--- src/rtl/regfile_sb.sv ---
// Integer register file with zero-latency read ports, same-cycle write-back bypass,
// and a per-register pending-writer scoreboard that drives decode stall/issue backpressure.
module regfile_sb #(
    parameter int DATA_W   = 32,
    parameter int ADDR_W   = 5,
    parameter int NUM_REGS = 32,
    parameter int PEND_W   = 2
) (
    input  logic              clk,
    input  logic              rst,
    input  logic              r1_enable_i,
    input  logic [ADDR_W-1:0] r1_addr_i,
    output logic [DATA_W-1:0] r1_data_o,
    input  logic              r2_enable_i,
    input  logic [ADDR_W-1:0] r2_addr_i,
    output logic [DATA_W-1:0] r2_data_o,
    input  logic              w_enable_i,
    input  logic [ADDR_W-1:0] w_addr_i,
    input  logic [DATA_W-1:0] w_data_i,
    input  logic              issue_valid_i,
    input  logic [ADDR_W-1:0] issue_addr_i,
    output logic              issue_ready_o,
    input  logic              flush_i,
    output logic              stall_o,
    output logic              err_o
);
    localparam logic [PEND_W-1:0] CNT_MAX = '1;

    logic [NUM_REGS-1:0][DATA_W-1:0] regs_q, regs_d;
    logic [NUM_REGS-1:0][PEND_W-1:0] cnt_q, cnt_d;
    logic                            err_q, err_d;

    logic                   wb_nz;
    logic [1:0]             rd_en;
    logic [1:0][ADDR_W-1:0] rd_addr;
    logic [1:0][DATA_W-1:0] rd_data;
    logic [1:0]             rd_stall;

    assign wb_nz      = w_enable_i && (w_addr_i != '0);
    assign rd_en      = {r2_enable_i, r1_enable_i};
    assign rd_addr    = {r2_addr_i, r1_addr_i};
    assign r1_data_o  = rd_data[0];
    assign r2_data_o  = rd_data[1];
    assign stall_o    = |rd_stall;
    assign err_o      = err_q;

    // A write-back on the target frees a slot in the same cycle, so a full counter can still accept.
    assign issue_ready_o = rst && (flush_i || (issue_addr_i == '0) ||
                                   (cnt_q[issue_addr_i] != CNT_MAX) ||
                                   (w_enable_i && (w_addr_i == issue_addr_i)));

    always_comb begin
        logic dec_hit;
        rd_data  = '0;
        rd_stall = '0;
        for (int p = 0; p < 2; p++) begin
            dec_hit = wb_nz && (w_addr_i == rd_addr[p]);
            if (rst && rd_en[p] && (rd_addr[p] != '0)) begin
                rd_data[p]  = dec_hit ? w_data_i : regs_q[rd_addr[p]];
                // Stall only if a writer remains after the one retiring this cycle.
                rd_stall[p] = cnt_q[rd_addr[p]] > {{(PEND_W-1){1'b0}}, dec_hit};
            end
        end
    end

    always_comb begin
        logic inc, dec;
        regs_d = regs_q;
        cnt_d  = cnt_q;
        err_d  = err_q;
        inc    = 1'b0;
        dec    = 1'b0;
        if (wb_nz) regs_d[w_addr_i] = w_data_i;
        for (int a = 1; a < NUM_REGS; a++) begin
            inc = issue_valid_i && issue_ready_o && (issue_addr_i == ADDR_W'(a));
            dec = wb_nz && (w_addr_i == ADDR_W'(a));
            if (flush_i) begin
                cnt_d[a] = '0;
            end else if (inc && !dec) begin
                cnt_d[a] = cnt_q[a] + PEND_W'(1);
            end else if (dec && !inc) begin
                if (cnt_q[a] == '0) err_d = 1'b1;
                else                cnt_d[a] = cnt_q[a] - PEND_W'(1);
            end
        end
        cnt_d[0] = '0;
    end

    always_ff @(posedge clk or negedge rst) begin
        if (!rst) begin
            regs_q <= '0;
            cnt_q  <= '0;
            err_q  <= 1'b0;
        end else begin
            regs_q <= regs_d;
            cnt_q  <= cnt_d;
            err_q  <= err_d;
        end
    end
endmodule

--- config.mk ---
export PLATFORM = sky130hd
export DESIGN_NAME = regfile_sb
export DESIGN_NICKNAME = d
export VERILOG_FILES = /design/src/rtl/regfile_sb.sv
export SDC_FILE = /design/constraint.sdc
export NUM_CORES = 2
export LEC_CHECK = 0
export ABC_CLOCK_PERIOD_IN_PS = 10400
export CORE_MARGIN = 3
export CORE_UTILIZATION = 25
export CTS_BUF_LIST = sky130_fd_sc_hd__clkbuf_4 sky130_fd_sc_hd__clkbuf_8
export CTS_CLUSTER_SIZE = 40
export DETAILED_ROUTE_END_ITERATION = 16
export GPL_ROUTABILITY_DRIVEN = 0
export GPL_TIMING_DRIVEN = 0
export PLACE_DENSITY_LB_ADDON = 0.12
export SETUP_SLACK_MARGIN = 0.4
export SLEW_MARGIN = 10
export SYNTH_ARGS = -nofsm -noshare
export SYNTH_HDL_FRONTEND = slang
export SYNTH_SLANG_ARGS = --single-unit
--- constraint.sdc ---
create_clock -name clk -period 10.4 [get_ports clk]
set_input_delay 3.12 -clock clk [delete_from_list [all_inputs] [get_ports clk]]
set_output_delay 3.12 -clock clk [all_outputs]
set_load 0.02 [all_outputs]
==> impl_metrics.py <==
metrics = {
    "floorplan": {
        "die_area_um2": 253000,
        "start_util_pct": 25.3,
        "coreArea_um2": 245000,
        "io_pins": 126,
        "row_count": 181,
        "die_w_um": 503,
        "die_h_um": 503,
    },
    "sta": {
        "tightest_slew_ns": 1.45,
        "fmax_ghz": 0.0988,
        "finalCritPeriodShare_pct": 97.3,
        "maxSlewViolCount": 0,
        "fin_skew_ns": 0.0662,
        "grt_setup_unrepaired": "true",
        "setup_violations": 0,
        "fin_hold_ws_ns": 0.482,
        "slew_headroom_pct": 2.75,
        "period_needed_ns": 10.12,
        "hold_viol_final": 0,
        "timing.final.ws_setup_ns": 0.281,
    },
    "route": {
        "routedWlPerCell_um": 37.9,
        "finalWirelength_um": 356000,
        "firstDrtPassIters": 6,
        "drc": 0,
        "drt_iter0_drc": 6521,
        "vias": 53500,
        "ant_nets": 0,
        "via_per_inst": 5.71,
    },
    "job": {
        "drv_cap": 0,
    },
    "pwr": {
        "swShare_pct": 33.6,
        "pwr-share-comb_pct": 23.5,
        "p_int_mw": 8.85,
        "sequentialPowerShare_pct": 41.6,
        "switching_power_mw": 4.49,
        "vdd_drop_max_uv": 121,
        "power.density_nw_per_um2": 179,
        "p_clk_share_pct": 35.0,
        "p_leak_nw": 32.5,
    },
    "global_route": {
        "grt_pass1_vias": 51800,
        "grt_pass1_wl_um": 470000,
        "grt_max_degree": 148,
        "antenna_found_initial": 62,
        "grt.total_usage_pct": 27.4,
        "overflow": 0,
    },
    "yosys": {
        "synth_cells": 5632,
        "synth.avg_cell_area_um2": 11.0,
        "yosysTopAreaCellShare_pct": 44.0,
        "seq_area_frac_synth_pct": 44.0,
        "synth.cell_area_um2": 61800,
        "async_flop_share_pct": 100,
        "ys_top_cells_by_area": "dfrtp_1, mux2_2, mux4_2, nand2_1, mux2i_1",
        "syn-num-nets": 5693,
        "synth_warnings": 0,
        "synth_ff_type": "dfrtp_1",
        "synth_area_leader_cell": "dfrtp_1",
        "ys_seq_elements": 1087,
        "synth_edf_count": 0,
        "synth_cell_types": 74,
    },
    "placement": {
        "place_hpwl_um": 266000,
        "dp_slack_ns": -1.79,
        "dpl_cell_area_um2": 67700,
        "port_buffers": 117,
        "dp.cells": 8976,
    },
    "clock_tree": {
        "ctsHtreeMaxLevel": 4,
        "cts-buffers-inserted": 205,
        "cts_hold_buf": 0,
        "cts_tree": "yes",
        "clk_latency_ns": 1.03,
        "clk_path_buf_depth": 3,
        "cts-root-buf": "clkbuf_8",
        "clk_pin_slew_worst_paths_ns": 0.06,
        "clock_sinks": 1087,
    },
    "layout": {
        "stdcell_area_um2": 74700,
        "areaGrowthSynthToFinish_pct": 20.8,
        "fin_cells": 9377,
        "layout-drive-gt1-share_pct": 32.2,
        "final_nets": 6058,
        "fillers": 25300,
    },
    "critical_path": {
        "path_buf_inv": 5,
        "crit_type": "input pin to output port",
        "cp_slowest_cell": "clkdlybuf4s50_1",
        "cp_cell_sequence": "clkdlybuf4s50_1, buf_6, nor2b_1, clkbuf_4, clkbuf_4, a221oi_4, nor2_1, o211ai_1, o211ai_1, a21oi_4, clkdlybuf4s50_1",
        "cpPeakStageDelay_ns": 0.67,
        "cp.required_ns": 7.28,
        "arrival_ns": 7.00,
        "endpoint_kind": "output port",
        "critPathLaunchType": "input pin",
        "critPathTopFamily": "buffers and inverters",
        "crit_fanout": 10,
    },
    "min_path": {
        "min_path_type": "flop to flop",
    },
    "run_status": {
        "outcome": "complete, no violations",
    },
}
[layout by cell type, fill, tap and decap left out, types with 12 or more instances in the layout]
cell | synthesis | routed
dfrtp_1 | 1087 | 1087
nand2_1 | 1079 | 1079
mux2_2 | 813 | 813
mux2i_1 | 396 | 396
clkbuf_1 | 433 | 297
mux4_2 | 289 | 289
clkbuf_8 | 0 | 266
nor2_1 | 227 | 220
o21ai_0 | 223 | 176
a21oi_1 | 233 | 171
a22oi_1 | 136 | 136
o211ai_1 | 134 | 134
clkbuf_4 | 0 | 121
clkdlybuf4s50_1 | 0 | 85
a221oi_2 | 0 | 83
clkbuf_2 | 0 | 65
buf_2 | 68 | 49
buf_4 | 3 | 45
o21ai_1 | 1 | 38
a211oi_1 | 35 | 35
a21oi_2 | 0 | 32
a221oi_4 | 0 | 31
a21oi_4 | 0 | 30
buf_6 | 3 | 26
diode_2 | 0 | 24
a221oi_1 | 138 | 24
and2_1 | 22 | 22
dlygate4sd2_1 | 0 | 22
nor3_1 | 21 | 21
nand3_1 | 21 | 20
clkinv_2 | 0 | 16
buf_12 | 0 | 15
buf_16 | 0 | 15
nor2b_1 | 15 | 15
and3_1 | 13 | 13
or2_2 | 13 | 12
xnor2_1 | 12 | 12
buf_1 | 51 | 12
[metal layers]
metal  global-route usage, %  routed length [um]  vias up
li1                        -                   -    21400
met1                    37.0              150000    28500
met2                    41.4              155000     2895
met3                    5.75               29700      699
met4                    14.2               21400        2
met5                       0                   8        -
[power groups by stage]
| stage | registers [mW] | logic, mW | clock network (mW) |
|---|---|---|---|
| 2_1_floorplan | 5.40 | 1.79 | 0 |
| 3_3_place_gp | 5.59 | 2.86 | 0 |
| 3_5_place_dp | 5.59 | 2.91 | 0 |
| 4_1_cts | 5.52 | 3.08 | 4.75 |
| 5_1_grt | 5.63 | 3.27 | 4.92 |
| 6_report | 5.54 | 3.13 | 4.67 |
[cells by family (layout without fill, tap and decap cells)]
| group | count (synthesis) | count (layout) | share of synthesized area (%) |
|---|---|---|---|
| fa+ha+maj | 2 | 2 | 0.0405 |
| compound gates | 962 | 962 | 10.2 |
| mux | 1503 | 1503 | 32.0 |
| xor+xnor | 17 | 17 | 0.241 |
| other cells | 0 | 24 | 0 |
| simple gates | 1490 | 1490 | 9.87 |
| flops | 1087 | 1087 | 44.0 |
| buf+inv | 571 | 1090 | 3.66 |
[state kept, by name (all words and copies together), names as in the netlist]
signal and count:
cnt_q 62, err_o 1, regs_q 1024
[path summary, 6_finish.rpt]
path                               from  depth (start not counted)  slack, ns            end
hold / removal                regs_q[1]                          1       0.48      regs_q[1]
setup / recovery           r2_addr_i[1]                         11       0.28  r2_data_o[24]
min in group asynchronous           rst                          1       1.96      cnt_q[27]
max in group asynchronous           rst                          5       6.06    regs_q[213]
setup reg to reg              cnt_q[10]                          9       7.00          err_o
hold reg to reg               regs_q[1]                          1       0.48      regs_q[1]
[cell type report]
| type | instances | area, um2 | share of cell area (%) |
|---|---|---|---|
| plain buffers | 557 | 3050 | 4.08 |
| repair buffers | 159 | 1990 | 2.66 |
| clock buffers | 330 | 4080 | 5.46 |
| flip-flops and latches | 1087 | 27200 | 36.4 |
| inverters | 13 | 52.6 | 0.0704 |
| multi-input cells | 3974 | 33900 | 45.5 |
| diodes | 24 | 60.1 | 0.0804 |
| clock inverters | 31 | 289 | 0.387 |
| well taps | 3202 | 4010 | 5.37 |
[worst reg2reg max path: stages, from the launching register on]
cell and delay (ns):
dfrtp_1 0.46, mux4_1 0.53, nand3_1 0.21, o21ai_1 0.14, and4_1 0.23, buf_6 0.15, o21ai_0 0.69, o41ai_1 0.30
a2111oi_2 0.38, a32oi_1 0.17
[stage by stage]
| step | total power [mW] | util (%) | TNS, ns |
|---|---|---|---|
| after global placement | 8.45 | 27.4 | - |
| after global routing | 13.8 | 30.5 | 0 |
| final | 13.3 | 30.5 | 0 |
| after detailed placement | 8.50 | 27.7 | -88.00 |
| after floorplan | 7.20 | - | 0 |
| after CTS | 13.4 | 30.4 | 0 |
[timing repair]
action | 4_1_cts | 5_1_grt
gates resized for setup | 604 | 76
cloned | 3 | 0
hold endpoints to repair | 0 | 0
pin swaps | 48 | 8
setup endpoints to repair | 65 | 42
setup buffers | 8 | 6
[Yosys cell counts, types with 3 or more instances]
master,count
buf_6,3
a311oi_1,6
and4_1,7
o211ai_1,134
buf_4,3
nand3b_1,6
o21ba_2,3
nand4_1,6
mux2_2,813
xor2_1,5
buf_1,51
o22ai_1,4
clkbuf_1,433
a221oi_1,138
or3_1,10
nand2b_1,10
inv_1,13
a211oi_1,35
nor2b_1,15
or2_2,13
dfrtp_1,1087
a22oi_1,136
o21ai_0,223
nor4bb_1,3
nand4b_1,4
xnor2_1,12
nand2_1,1079
a21oi_1,233
mux4_2,289
a31oi_1,11
nor4_1,9
nor2_1,227
a21o_1,3
mux2i_1,396
nor3_1,21
o21a_1,6
and2_1,22
buf_2,68
nand3_1,21
or4_1,7
and4b_1,4
mux4_1,5
o221a_2,3
and3_1,13
a22o_1,4
Note: power is estimated with default switching activity, not from simulation.
